[config.mk]
export PLATFORM = sky130hd
export DESIGN_NAME = multicycle_cpu
export DESIGN_NICKNAME = d
export VERILOG_FILES = /design/src/rtl/cpu_pkg.sv /design/src/rtl/cpu_alu.sv /design/src/rtl/multicycle_cpu.sv
export SDC_FILE = /design/constraint.sdc
export NUM_CORES = 1
export LEC_CHECK = 0
export CORE_MARGIN = 3
export CORE_UTILIZATION = 68
export DETAILED_ROUTE_END_ITERATION = 8
export PLACE_DENSITY = 0.85
export SLEW_MARGIN = 5
export SYNTH_ARGS = -nofsm -noshare
export SYNTH_HDL_FRONTEND = slang
export SYNTH_HIERARCHICAL = 1
export SYNTH_SLANG_ARGS = --single-unit
[constraint.sdc]
create_clock -name CLOCK -period 6.5 [get_ports CLOCK]
set_input_delay 0.975 -clock CLOCK [delete_from_list [all_inputs] [get_ports CLOCK]]
set_output_delay 0.975 -clock CLOCK [all_outputs]
set_load 0.01 [all_outputs]
[src/rtl/cpu_pkg.sv]
// Shared types for the multi-cycle CPU: opcodes, FSM states, instruction layout
// and decode helpers.
package cpu_pkg;

    typedef enum logic [3:0] {
        OP_MOV   = 4'h0,
        OP_ADD   = 4'h1,
        OP_SUB   = 4'h2,
        OP_CMP   = 4'h3,
        OP_MOVI  = 4'h4,
        OP_ADDI  = 4'h5,
        OP_SUBI  = 4'h6,
        OP_CMPI  = 4'h7,
        OP_PUSH  = 4'h8,
        OP_POP   = 4'h9,
        OP_ILL_A = 4'hA,
        OP_ILL_B = 4'hB,
        OP_JMP   = 4'hC,
        OP_JZ    = 4'hD,
        OP_JNZ   = 4'hE,
        OP_HLT   = 4'hF
    } op_e;

    typedef enum logic [2:0] {
        IDLE,
        FETCH,
        IMM,
        EXEC,
        HALT,
        FAULT
    } state_e;

    typedef enum logic [1:0] {
        ALU_PASS,
        ALU_ADD,
        ALU_SUB
    } alu_op_e;

    typedef logic [1:0] reg_idx_t;

    typedef struct packed {
        op_e      op;
        reg_idx_t rd;
        reg_idx_t rs;
    } instr_t;

    // Immediate-form ALU ops and jumps carry a trailing immediate word.
    function automatic logic needs_imm(op_e op);
        return op[2] && (op != OP_HLT);
    endfunction

    function automatic logic is_illegal(op_e op);
        return (op == OP_ILL_A) || (op == OP_ILL_B);
    endfunction

endpackage

[src/rtl/cpu_alu.sv]
// Combinational datapath ALU: pass-through, add or subtract with zero detect.
module cpu_alu
    import cpu_pkg::*;
#(
    parameter int unsigned DATA_W = 8
) (
    input  logic [DATA_W-1:0] a,
    input  logic [DATA_W-1:0] b,
    input  alu_op_e           op,
    output logic [DATA_W-1:0] result_c,
    output logic              zero_c
);

    always_comb begin
        result_c = b;
        unique case (op)
            ALU_ADD: result_c = a + b;
            ALU_SUB: result_c = a - b;
            default: result_c = b;
        endcase
        zero_c = (result_c == '0);
    end

endmodule

[src/rtl/multicycle_cpu.sv]
// Multi-cycle fetch/immediate/execute CPU with run-time loadable program memory,
// a full-descending stack and halt/fault status.
module multicycle_cpu
    import cpu_pkg::*;
#(
    parameter  int unsigned DATA_W    = 8,
    parameter  int unsigned MEM_DEPTH = 64,
    localparam int unsigned ADDR_W    = $clog2(MEM_DEPTH)
) (
    input  logic              CLOCK,
    input  logic              RESET_N,
    input  logic              start,
    input  logic              load_we,
    input  logic [ADDR_W-1:0] load_addr,
    input  logic [DATA_W-1:0] load_data,
    output logic [DATA_W-1:0] OUT,
    output logic              halted,
    output logic              fault,
    output logic              busy
);

    localparam int unsigned SUM_W = (ADDR_W > DATA_W) ? ADDR_W : DATA_W;

    state_e            state_q, state_d;
    logic [DATA_W-1:0] regs_q [4];
    logic [DATA_W-1:0] regs_d [4];
    logic [ADDR_W-1:0] ip_q, ip_d;
    logic [ADDR_W-1:0] sp_q, sp_d;
    logic              zf_q, zf_d;
    instr_t            ir_q, ir_d;
    logic [DATA_W-1:0] imm_q, imm_d;
    logic              halted_q, halted_d;
    logic              fault_q, fault_d;
    logic              busy_q, busy_d;

    logic [DATA_W-1:0] mem_q [MEM_DEPTH];
    logic              mem_we_c;
    logic [ADDR_W-1:0] mem_waddr_c;
    logic [DATA_W-1:0] mem_wdata_c;

    alu_op_e           alu_op_c;
    logic [DATA_W-1:0] alu_b_c;
    logic [DATA_W-1:0] alu_result_c;
    logic              alu_zero_c;
    logic [ADDR_W-1:0] sp_dec_c;
    logic [ADDR_W-1:0] jmp_tgt_c;

    // Immediate forms take the operand from imm; op[1:0] selects mov/add/sub/cmp.
    always_comb begin
        alu_op_c = ALU_PASS;
        if (ir_q.op[1:0] == 2'b01) begin
            alu_op_c = ALU_ADD;
        end else if (ir_q.op[1]) begin
            alu_op_c = ALU_SUB;
        end
        alu_b_c   = ir_q.op[2] ? imm_q : regs_q[ir_q.rs];
        sp_dec_c  = sp_q - ADDR_W'(1);
        // Sign-extended offset from the post-immediate ip, wrapping modulo MEM_DEPTH.
        jmp_tgt_c = ADDR_W'(SUM_W'(ip_q) + SUM_W'($signed(imm_q)));
    end

    cpu_alu #(
        .DATA_W (DATA_W)
    ) u_alu (
        .a        (regs_q[ir_q.rd]),
        .b        (alu_b_c),
        .op       (alu_op_c),
        .result_c (alu_result_c),
        .zero_c   (alu_zero_c)
    );

    always_comb begin
        state_d     = state_q;
        regs_d      = regs_q;
        ip_d        = ip_q;
        sp_d        = sp_q;
        zf_d        = zf_q;
        ir_d        = ir_q;
        imm_d       = imm_q;
        mem_we_c    = 1'b0;
        mem_waddr_c = load_addr;
        mem_wdata_c = load_data;

        unique case (state_q)
            IDLE, HALT, FAULT: begin
                if (load_we) begin
                    mem_we_c = 1'b1;
                end
                if (start) begin
                    ip_d    = '0;
                    sp_d    = '0;
                    zf_d    = 1'b0;
                    state_d = FETCH;
                end
            end
            FETCH: begin
                ir_d = instr_t'(mem_q[ip_q][7:0]);
                ip_d = ip_q + ADDR_W'(1);
                if (is_illegal(ir_d.op)) begin
                    state_d = FAULT;
                end else if (needs_imm(ir_d.op)) begin
                    state_d = IMM;
                end else begin
                    state_d = EXEC;
                end
            end
            IMM: begin
                imm_d   = mem_q[ip_q];
                ip_d    = ip_q + ADDR_W'(1);
                state_d = EXEC;
            end
            EXEC: begin
                state_d = FETCH;
                unique case (ir_q.op)
                    OP_MOV, OP_ADD, OP_SUB, OP_CMP,
                    OP_MOVI, OP_ADDI, OP_SUBI, OP_CMPI: begin
                        if (ir_q.op[1:0] != 2'b11) begin
                            regs_d[ir_q.rd] = alu_result_c;
                        end
                        if (ir_q.op[1:0] != 2'b00) begin
                            zf_d = alu_zero_c;
                        end
                    end
                    OP_PUSH: begin
                        sp_d        = sp_dec_c;
                        mem_we_c    = 1'b1;
                        mem_waddr_c = sp_dec_c;
                        mem_wdata_c = regs_q[ir_q.rs];
                    end
                    OP_POP: begin
                        regs_d[ir_q.rd] = mem_q[sp_q];
                        sp_d            = sp_q + ADDR_W'(1);
                    end
                    OP_JMP: ip_d = jmp_tgt_c;
                    OP_JZ: begin
                        if (zf_q) begin
                            ip_d = jmp_tgt_c;
                        end
                    end
                    OP_JNZ: begin
                        if (!zf_q) begin
                            ip_d = jmp_tgt_c;
                        end
                    end
                    OP_HLT:  state_d = HALT;
                    default: state_d = FAULT;
                endcase
            end
            default: state_d = IDLE;
        endcase

        halted_d = (state_d == HALT);
        fault_d  = (state_d == FAULT);
        busy_d   = (state_d == FETCH) || (state_d == IMM) || (state_d == EXEC);
    end

    always_ff @(posedge CLOCK or negedge RESET_N) begin
        if (!RESET_N) begin
            state_q  <= IDLE;
            for (int i = 0; i < 4; i++) begin
                regs_q[i] <= '0;
            end
            ip_q     <= '0;
            sp_q     <= '0;
            zf_q     <= 1'b0;
            ir_q     <= '0;
            imm_q    <= '0;
            halted_q <= 1'b0;
            fault_q  <= 1'b0;
            busy_q   <= 1'b0;
        end else begin
            state_q  <= state_d;
            regs_q   <= regs_d;
            ip_q     <= ip_d;
            sp_q     <= sp_d;
            zf_q     <= zf_d;
            ir_q     <= ir_d;
            imm_q    <= imm_d;
            halted_q <= halted_d;
            fault_q  <= fault_d;
            busy_q   <= busy_d;
        end
    end

    // Program/stack memory keeps its contents across reset.
    always_ff @(posedge CLOCK) begin
        if (mem_we_c) begin
            mem_q[mem_waddr_c] <= mem_wdata_c;
        end
    end

    assign OUT    = regs_q[0];
    assign halted = halted_q;
    assign fault  = fault_q;
    assign busy   = busy_q;

endmodule

Yosys cells after proc, flatten, opt, wreduce, memory -nomap -nowiden
Memories as Yosys holds them, arrays and structs flattened. Index checks and enable logic that the tools add are counted.

Bits in registers: 67. Bits in latches: 0. Memory bits (writable): 512. Memory bits (read-only): 0. Output and inout bits: 11. Memories: 1.

Memories: mem_q (depth 64, bits a word 8, rd ports 2, clocked after memory_dff 0, wr ports 1, RTL line multicycle_cpu.sv:36) `logic [DATA_W-1:0] mem_q [MEM_DEPTH];`.

Add/subtract/negate cells: 6. Multiply operators: 0. Divide/modulo/power cells: 0. Magnitude comparators: 3. Equality and inequality tests: 38. Shift operators: 0. Mux-type cells: 41. Bitwise operators: 2. Reductions and logical operators: 20.

Operators by type and width (count): bitwise mux 32 bit (2); 2-to-1 mux 8 bit (8); case mux 32 bit (2 select lines) (1); case mux 6 bit (3 select lines) (2); binary-select mux 8 bit (select 2 bit) (2); == test 4 bit, second input constant (8); 2-to-1 mux 32 bit (1); 2-to-1 mux 6 bit (5); case mux 6 bit (2 select lines) (2); demux 8 bit (select 2 bit) (1); == test 4 x 3 -> 1 bit, second input constant (4); case mux 8 bit (2 select lines) (1); OR reduction 13 bit (1); adder 6 x 1 -> 6 bit, second input constant (2); == test 3 x 2 -> 1 bit, second input constant (4); == test 3 bit, second input constant (4); case mux 3 bit (4 select lines) (1); adder 8 bit (1); == test 4 x 2 -> 1 bit, second input constant (2); zero test 8 bit (1); 2-to-1 mux 1 bit (8); != test 2 bit, second input constant (4); OR reduction 8 bit (1); subtractor 8 bit (1); 29 further kinds (43).

Logic depth before layout (Yosys ltp)
Gate-level depths: netlist of run 1.

Depth after elaboration: 11. Gate-level depth with buffers: 17. Mapped depth without buffers: 16.

Hierarchy
Netlist of run 1, hierarchy kept.

By module, submodules not included: multicycle_cpu (times used 1, cells an instance 1552, area each 27815.4 um^2, seq. area each 17051.4 um^2); cpu_alu (times used 1, cells an instance 85, area each 583.1 um^2, seq. area each 0.0 um^2).

Worst setup path after synthesis of run 1
Ideal clock, no wire load.

Path kind: reg-to-reg. From: register ir_q[0] (netlist bit). To: register regs_q[15] (netlist bit). Data arrival time: 3.976 ns. Slack: 2.399 ns. Cell stages (with the launch flop): 18. Clock period less this slack: 4.101 ns. Path through: dfrtp_1 clkbuf_1 mux4_2 mux2_2 inv_1 ha_1 mux2_2 inv_1 ha_1 nor2b_1 o21ai_2 a32oi_1 xnor2_1 o21a_1 or2_2 a21oi_1 nand2_1 mux2_2.

Cells in the longest elaborated chain, start to end: 10. Elaborated cells between the ends (all ways): 11. Classes of those cells: add/sub (2); mux (8); bitwise (1).

RTL lines: from (decl) (RTL line multicycle_cpu.sv:30) `instr_t ir_q, ir_d;`; from (signal assigned) (RTL line multicycle_cpu.sv:177) `ir_q <= ir_d;`; inverter 2 -> 3 bit (implied by the code) * (RTL line multicycle_cpu.sv:56) `alu_b_c = ir_q.op[2] ? imm_q : regs_q[ir_q.rs];`; binary-select mux 8 bit (select 2 bit) * (RTL line multicycle_cpu.sv:56); 2-to-1 mux 8 bit (implied by the code) * (2 in series) (RTL line multicycle_cpu.sv:56); 2-to-1 mux 8 bit * (RTL line multicycle_cpu.sv:56); named net alu_b_c[0] (RTL line multicycle_cpu.sv:42) `logic [DATA_W-1:0] alu_b_c;`; subtractor 8 bit or adder 8 bit (tied branches) (RTL line cpu_alu.sv:18, cpu_alu.sv:17); case mux 8 bit (2 select lines) * (RTL line cpu_alu.sv:16) `unique case (op)`; named net alu_result_c[7] (RTL line multicycle_cpu.sv:43) `logic [DATA_W-1:0] alu_result_c;`; bitwise mux 32 bit * (RTL line multicycle_cpu.sv:118) `regs_d[ir_q.rd] = alu_result_c;`; 2-to-1 mux 32 bit * (RTL line multicycle_cpu.sv:117) `if (ir_q.op[1:0] != 2'b11) begin`; case mux 32 bit (2 select lines) * (RTL line multicycle_cpu.sv:114) `unique case (ir_q.op)`; to (signal assigned) (RTL line multicycle_cpu.sv:173) `regs_q <= regs_d;`; to (decl) (RTL line multicycle_cpu.sv:25) `logic [DATA_W-1:0] regs_q [4];`.

Mark *: on every way through the listed nets, which the timed path passes. The rest lies on a longest branch. The select of a mux whose other input is x is not followed. A chain may end at the register's enable or synchronous reset.

Worst setup path in the final report of run 1
From: register state_q[1]. To: memory mem_q[59][2] (enable).

Cells in the longest elaborated chain, start to end: 5. Elaborated cells between the ends (all ways): 9. Classes of those cells: eq/ne (3); mux (4); reduce/logical (2).

RTL lines: from (decl) (RTL line multicycle_cpu.sv:24) `state_e state_q, state_d;`; from (signal assigned) (RTL line multicycle_cpu.sv:172) `state_q <= state_d;`; == test 3 bit or zero test 3 bit (tied branches) (RTL line multicycle_cpu.sv:84) `unique case (state_q)`; OR reduction 3 bit (RTL line multicycle_cpu.sv:84); case mux 1 bit (2 select lines) (RTL line multicycle_cpu.sv:84); 2-to-1 mux 1 bit (RTL line multicycle_cpu.sv:187) `if (mem_we_c) begin`; 2-to-1 mux 1 bit (implied by the code) (RTL line multicycle_cpu.sv:188) `mem_q[mem_waddr_c] <= mem_wdata_c;`; to (decl) (RTL line multicycle_cpu.sv:36).

Several ways; a longest one is shown, not always the timed one.

==> summary.txt, run 1 <==
outcome -> finished, violations left
violated checks -> design-rule violations
max-capacitance violation count -> 0
DP Area -> 28900 um2
area grow syn2layout -> 8.45%
Synth area leaders -> edfxtp_1, mux4_2, dfrtp_1, nor2_1, nand2_1
detailed router's first-iteration violation count -> 3572
final-report hold violation count -> 0
Power Total -> 14.4 mW
Final min period -> 4580 ps
Die Y -> 210 um
n_diodes -> 0
first-pass GRT wire length -> 119000 um
pwr dens -> 467 nW/um2
Die ar. -> 44300 um2
top cells by count, synth -> edfxtp_1, mux4_2, nor2_1, nand2_1, dfrtp_1
Post-synth ARST share -> 11.6%
register area share after synthesis -> 60.0%
CTS Hold Bufs -> 0
WHS -> 500 ps
final period utilization -> 70.4%
Max H-tree Level -> 2
post-layout util -> 75.1%
Final Cell Area -> 30800 um2
RSZ-0062 raised after global routing -> no
setup TNS -> 0 ps
routed vias/inst -> 8.05
fin. max-slew vios -> 0
largest net degree at the start of global routing -> 68
Reg power frac -> 34.4%
Startpoint Class -> flop
PortBufs -> 28
CP required -> 6730 ps
Combinational Power Share -> 42.0%
count leader, synth -> edfxtp_1
Setup crit end kind -> flop
number of cells after detailed placement -> 2097
worst clock skew -> 41.1 ps
final-stage net count -> 1659
max_slew headroom -> 11.5%
worst hold path type -> flop to flop
share of post-route cells with drive strength above 1 -> 28.8%
routed len/inst -> 36.8 um
ANT nets after route -> 0
crit path kind -> flop to flop
die width -> 210 um
distinct cell type count after synthesis -> 62
Post-Syn Area -> 28400 um2
# setup viols final -> 0
Pre-antenna DRT Iters -> 9
fmax -> 219 MHz
CTS Root Cell -> clkbuf_16
Clk Latency, worst-skew pair -> 650 ps
initial antenna violation count -> 0
CP Max Fanout -> 19
Final Wtd Congestion -> 0.942
Post-DP HPWL -> 48700 um
Final WS setup -> 1920 ps
CTS tree -> yes
IO Count -> 29
clock-pin slew on the worst setup and hold paths -> 60 ps
Setup WS pre-CTS -> 2200 ps
syn nets -> 1673
number of synthesized flops with an enable pin -> 512
Post-synth top flop -> edfxtp_1
DRC -> 31
number of global-route vias before repair -> 17.8k
gr usage total -> 37.2%
starting density of the core -> 69.2%
site row count -> 74
Psw -> 5.34 mW
Synth area leader -> edfxtp_1
Max VDD drop -> 292 uV
total CTS buffers -> 56
Arr. time, crit path -> 4800 ps
final wirelength -> 81000 um
setup bufs post-CTS -> 0
worst slew pin tran -> 1320 ps
Internal -> 9.05 mW
post-synthesis average cell area -> 17.3 um2
GRT overflow -> 0
Yosys warning count -> 6
Clock power frac -> 23.5%
Core Region -> 41000 um2
clock tree sinks -> 579
#FFs+latches synth -> 579
Sw Share -> 37.1%
Synth Instances -> 1637
CTS max path bufs -> 3
leakage power -> 9.76 nW
CTS resizes -> 0
via count -> 17.7k
final instance count without filler cells -> 2203
post-synth top area share -> 54.1%
## state kept, by name (all words and copies together) (netlist names)
| signal | cells |
|---|---|
| imm_q | 8 |
| halted | 1 |
| regs_q | 24 |
| fault | 1 |
| ir_q | 8 |
| sp_q | 6 |
| ip_q | 6 |
| zf_q | 1 |
| mem_q | 512 |
| busy | 1 |
| state_q | 3 |
| OUT | 8 |
## routing by layer
metal	share of wire, %	track usage, %	wire, um	vias up
li1	-	-	-	6690
met1	32	49.5	26100	8923
met2	47	57.2	37800	1711
met3	15	11.9	12100	402
met4	6.1	18.1	4940	0
met5	0	0	0	-
## cells in the final DEF (no fill, tap or decap), drive strengths merged, types with 4 or more instances in the layout
cell type | synthesis | layout
a22o | 6 | 6
o21ai | 37 | 37
bufinv | 0 | 8
or3 | 8 | 8
mux4 | 309 | 309
a21o | 5 | 5
mux2 | 40 | 40
dfrtp | 67 | 67
xnor2 | 15 | 15
nand3b | 4 | 4
nor3 | 25 | 25
edfxtp | 512 | 512
and3 | 7 | 7
a22oi | 18 | 18
a31oi | 24 | 24
nand3 | 19 | 19
xor2 | 4 | 4
mux2i | 19 | 19
buf | 62 | 21
a32oi | 4 | 4
a21oi | 34 | 34
nand2b | 7 | 7
o22ai | 11 | 11
clkbuf | 58 | 72
nor2 | 124 | 124
nand2 | 121 | 121
clkinv | 0 | 21
clkdlybuf4s50 | 0 | 27
ha | 16 | 16
o31ai | 5 | 5
o21a | 6 | 6
inv | 26 | 28
nor2b | 10 | 10
## logic make-up (layout without fill, tap and decap cells)
| family | Yosys count | count (layout) | share of synthesized area [%] |
|---|---|---|---|
| AO/OA/AOI/OAI | 170 | 170 | 4.02 |
| XOR/XNOR | 19 | 19 | 0.586 |
| adder cells (fa/ha/maj) | 18 | 18 | 0.846 |
| buffers and inverters | 146 | 180 | 2.60 |
| flip-flops | 579 | 579 | 60.0 |
| multiplexers | 368 | 368 | 26.8 |
| AND/OR/NAND/NOR | 337 | 337 | 5.14 |
## power groups by stage
stage          logic [mW]  clock network (mW)  registers (mW)
2_1_floorplan        4.76                   0            4.52
3_3_place_gp         5.65                   0            4.99
3_5_place_dp         5.78                   0            5.01
4_1_cts              5.88                3.39            4.94
5_1_grt              6.35                3.52            4.99
6_report             6.05                3.39            4.95
## path summary, 6_finish.rpt
check / from / endpoint / slack, ps / depth (start not counted)
max: state_q[1] / mem_q[59][2] / 1920 / 7
min: imm_q[6] / imm_q[6] / 500 / 2
max reg2reg: state_q[1] / mem_q[59][2] / 1920 / 7
min reg2reg: imm_q[6] / imm_q[6] / 500 / 2
max in group asynchronous: RESET_N / sp_q[1] / 5280 / 2
min in group asynchronous: RESET_N / fault / 520 / 2
## worst max-delay path, cell delays in order, from the launching register on
cell      delay [ps]
dfrtp_1          630
nand3b_1         290
nor4_2           870
buf_4            330
nand2_1           80
o21ai_1          250
nand3_1          670
nor2_1          1030
## layout make-up
| cell class | instances | area, um2 |
|---|---|---|
| clock buffer | 72 | 1500 |
| sequential | 579 | 17100 |
| multi-input combinational | 912 | 10600 |
| inverter | 26 | 97.6 |
| fill | 2156 | 10200 |
| timing repair buffer | 48 | 450 |
| clock inverter | 34 | 368 |
| tap | 532 | 666 |
Power figures use the tool's default switching activity.
==> run 2, diff against run 1 <==
--- a/config.mk
+++ b/config.mk
@@ -6,9 +6,9 @@
 export NUM_CORES = 1
 export LEC_CHECK = 0
 export CORE_MARGIN = 3
-export CORE_UTILIZATION = 68
+export CORE_UTILIZATION = 57
 export DETAILED_ROUTE_END_ITERATION = 8
-export PLACE_DENSITY = 0.85
+export PLACE_DENSITY = 0.76
 export SLEW_MARGIN = 5
 export SYNTH_ARGS = -nofsm -noshare
 export SYNTH_HDL_FRONTEND = slang
==> constraint.sdc (replaced) <==
create_clock -name CLOCK -period 4.2 [get_ports CLOCK]
set_input_delay 0.63 -clock CLOCK [delete_from_list [all_inputs] [get_ports CLOCK]]
set_output_delay 0.63 -clock CLOCK [all_outputs]
set_load 0.01 [all_outputs]
==> run 2 against run 1 <==
  * The run now ends clean
  * Worst setup slack worse by 1700 ps
  * Critical endpoint is now regs_q[15]
  * Critical path type unchanged
  * Global-route usage decreased by 7.6 points
  * Combinational power is 56% higher
  * Flip-flop and latch count unchanged
  * Core utilization is 10 points lower
  * Fmax is 16% higher
  * Clock skew fell by 14 ps
  * Via count shrank 3.5%
  * Routed wire length shrank 6.1%
==> summary.txt, run 2 (synthesis results as in run 1) <==
gr usage total -> 29.6% (was 37.2%)
Die ar. -> 52500 um2 (was 44300 um2)
Final Wtd Congestion -> 0.925 (was 0.942)
WHS -> 13.9 ps (was 500 ps)
fin. max-slew vios -> 0 (unchanged)
CTS tree -> yes (unchanged)
crit path kind -> flop to flop (unchanged)
Max VDD drop -> 367 uV (was 292 uV)
via count -> 17.1k (was 17.7k)
Largest register FFs -> 512 (unchanged)
fmax -> 254 MHz (was 219 MHz)
CP Max Fanout -> 4 (was 19)
setup bufs post-CTS -> 0 (unchanged)
clock-pin slew on the worst setup and hold paths -> 70 ps (was 60 ps)
post-layout util -> 64.8% (was 75.1%)
worst hold path type -> primary input to async pin (was flop to flop)
Clk Latency, worst-skew pair -> 620 ps (was 650 ps)
final wirelength -> 76100 um (was 81000 um)
n_diodes -> 0 (unchanged)
Die Y -> 229 um (was 210 um)
starting density of the core -> 57.9% (was 69.2%)
# fillers -> 3337 (was 2156)
pwr dens -> 696 nW/um2 (was 467 nW/um2)
max-capacitance violation count -> 0 (unchanged)
worst slew pin tran -> 1130 ps (was 1320 ps)
clock tree sinks -> 579 (unchanged)
worst clock skew -> 27.6 ps (was 41.1 ps)
GRT overflow -> 0 (unchanged)
Final WS setup -> 259 ps (was 1920 ps)
CTS max path bufs -> 3 (unchanged)
PortBufs -> 28 (unchanged)
area grow syn2layout -> 11.9% (was 8.45%)
Post-DP HPWL -> 50600 um (was 48700 um)
commonest non-fill, non-tap cell in the layout -> edfxtp_1 (unchanged)
RSZ-0062 raised after global routing -> no (unchanged)
IO Count -> 29 (unchanged)
Largest regs -> mem_q: 512 flops, regs_q: 24 flops (unchanged)
largest net degree at the start of global routing -> 65 (was 68)
detailed router's first-iteration violation count -> 2502 (was 3572)
routed len/inst -> 31.3 um (was 36.8 um)
final-stage net count -> 1758 (was 1659)
highest-count cells in the layout ignoring fill and taps -> edfxtp_1, mux4_2, nor2_1 (unchanged)
Arr. time, crit path -> 4430 ps (was 4800 ps)
final-report hold violation count -> 0 (unchanged)
# setup viols final -> 0 (unchanged)
Pre-antenna DRT Iters -> 5 (was 9)
CP required -> 4690 ps (was 6730 ps)
first-pass GRT wire length -> 115000 um (was 119000 um)
Final min period -> 3940 ps (was 4580 ps)
site row count -> 81 (was 74)
CTS Root Cell -> clkbuf_16 (unchanged)
total CTS buffers -> 56 (unchanged)
DRC -> 0 (was 31)
routed vias/inst -> 7.04 (was 8.05)
Setup crit end kind -> flop (unchanged)
Startpoint Class -> flop (unchanged)
die width -> 229 um (was 210 um)
Max H-tree Level -> 2 (unchanged)
final period utilization -> 93.8% (was 70.4%)
leakage power -> 10.3 nW (was 9.76 nW)
share of post-route cells with drive strength above 1 -> 33.8% (was 28.8%)
max_slew headroom -> 24.2% (was 11.5%)
Core Region -> 49100 um2 (was 41000 um2)
number of global-route vias before repair -> 17.0k (was 17.8k)
Power Total -> 22.1 mW (was 14.4 mW)
initial antenna violation count -> 0 (unchanged)
ANT nets after route -> 0 (unchanged)
outcome -> complete, no violations (was finished, violations left)
setup TNS -> 0 ps (unchanged)
Setup WS pre-CTS -> 161 ps (was 2200 ps)
most flop-heavy register -> mem_q (unchanged)
==> run 2: final timing paths <==
kind                            cells after the start     start  slack, ps    endpoint
worst max-delay path                               16   ir_q[0]        260  regs_q[15]
worst min-delay path                                1   RESET_N         10       fault
worst max register to register                     16   ir_q[0]        260  regs_q[15]
worst min register to register                      2  imm_q[7]        500    imm_q[7]
max in group asynchronous                           2   RESET_N       3150     ir_q[0]
min in group CLOCK                                  2  imm_q[7]        500    imm_q[7]
==> run 2: where the power goes <==
group	internal (mW)	switching [mW]
Combinational	4.47	4.96
Sequential	6.71	0.894
Clock	2.86	2.22
==> run 2: critical path, stage by stage, from the launching register on <==
cell and delay (ps):
dfrtp_2 430, mux4_2 530, mux2_2 320, inv_1 70, ha_1 220, mux2_2 290, inv_1 60, ha_1 210
nor2b_1 150, o21ai_2 190, a32oi_1 140, xnor2_1 170, o21a_1 190, or2_2 320, a21oi_2 180, nand2_1 90
mux2_2 280
==> run 2: through the flow <==
step                      std cells  instance area, um2
after floorplan                1637               28400
after global placement         2328               29900
after detailed placement       2328               29900
after CTS                      2430               31800
after global routing           2430               31800
final                          2430               31800
==> run 2: routing by layer <==
layer,vias up,GRT usage [%],wire length (um)
met3,161,6.99,8980
met2,1217,46.2,36400
met5,-,0,0
met4,0,10.3,2880
li1,6886,-,-
met1,8846,42.0,27800
==> run 2: timing repair <==
item / 4_1_cts / 5_1_grt
endpoints found under the setup margin: 0 / 5
hold buffers: 0 / 0
resized for setup: 0 / 4
==> run 2: cell type report <==
class | count | area (um2) | share of cell area (%)
sequential | 579 | 17100 | 53.7
inverter | 26 | 97.6 | 0.307
clock buffer | 62 | 1450 | 4.55
multi-input combinational | 912 | 10700 | 33.5
tap | 664 | 831 | 2.61
clock inverter | 40 | 388 | 1.22
timing repair buffer | 147 | 1290 | 4.07
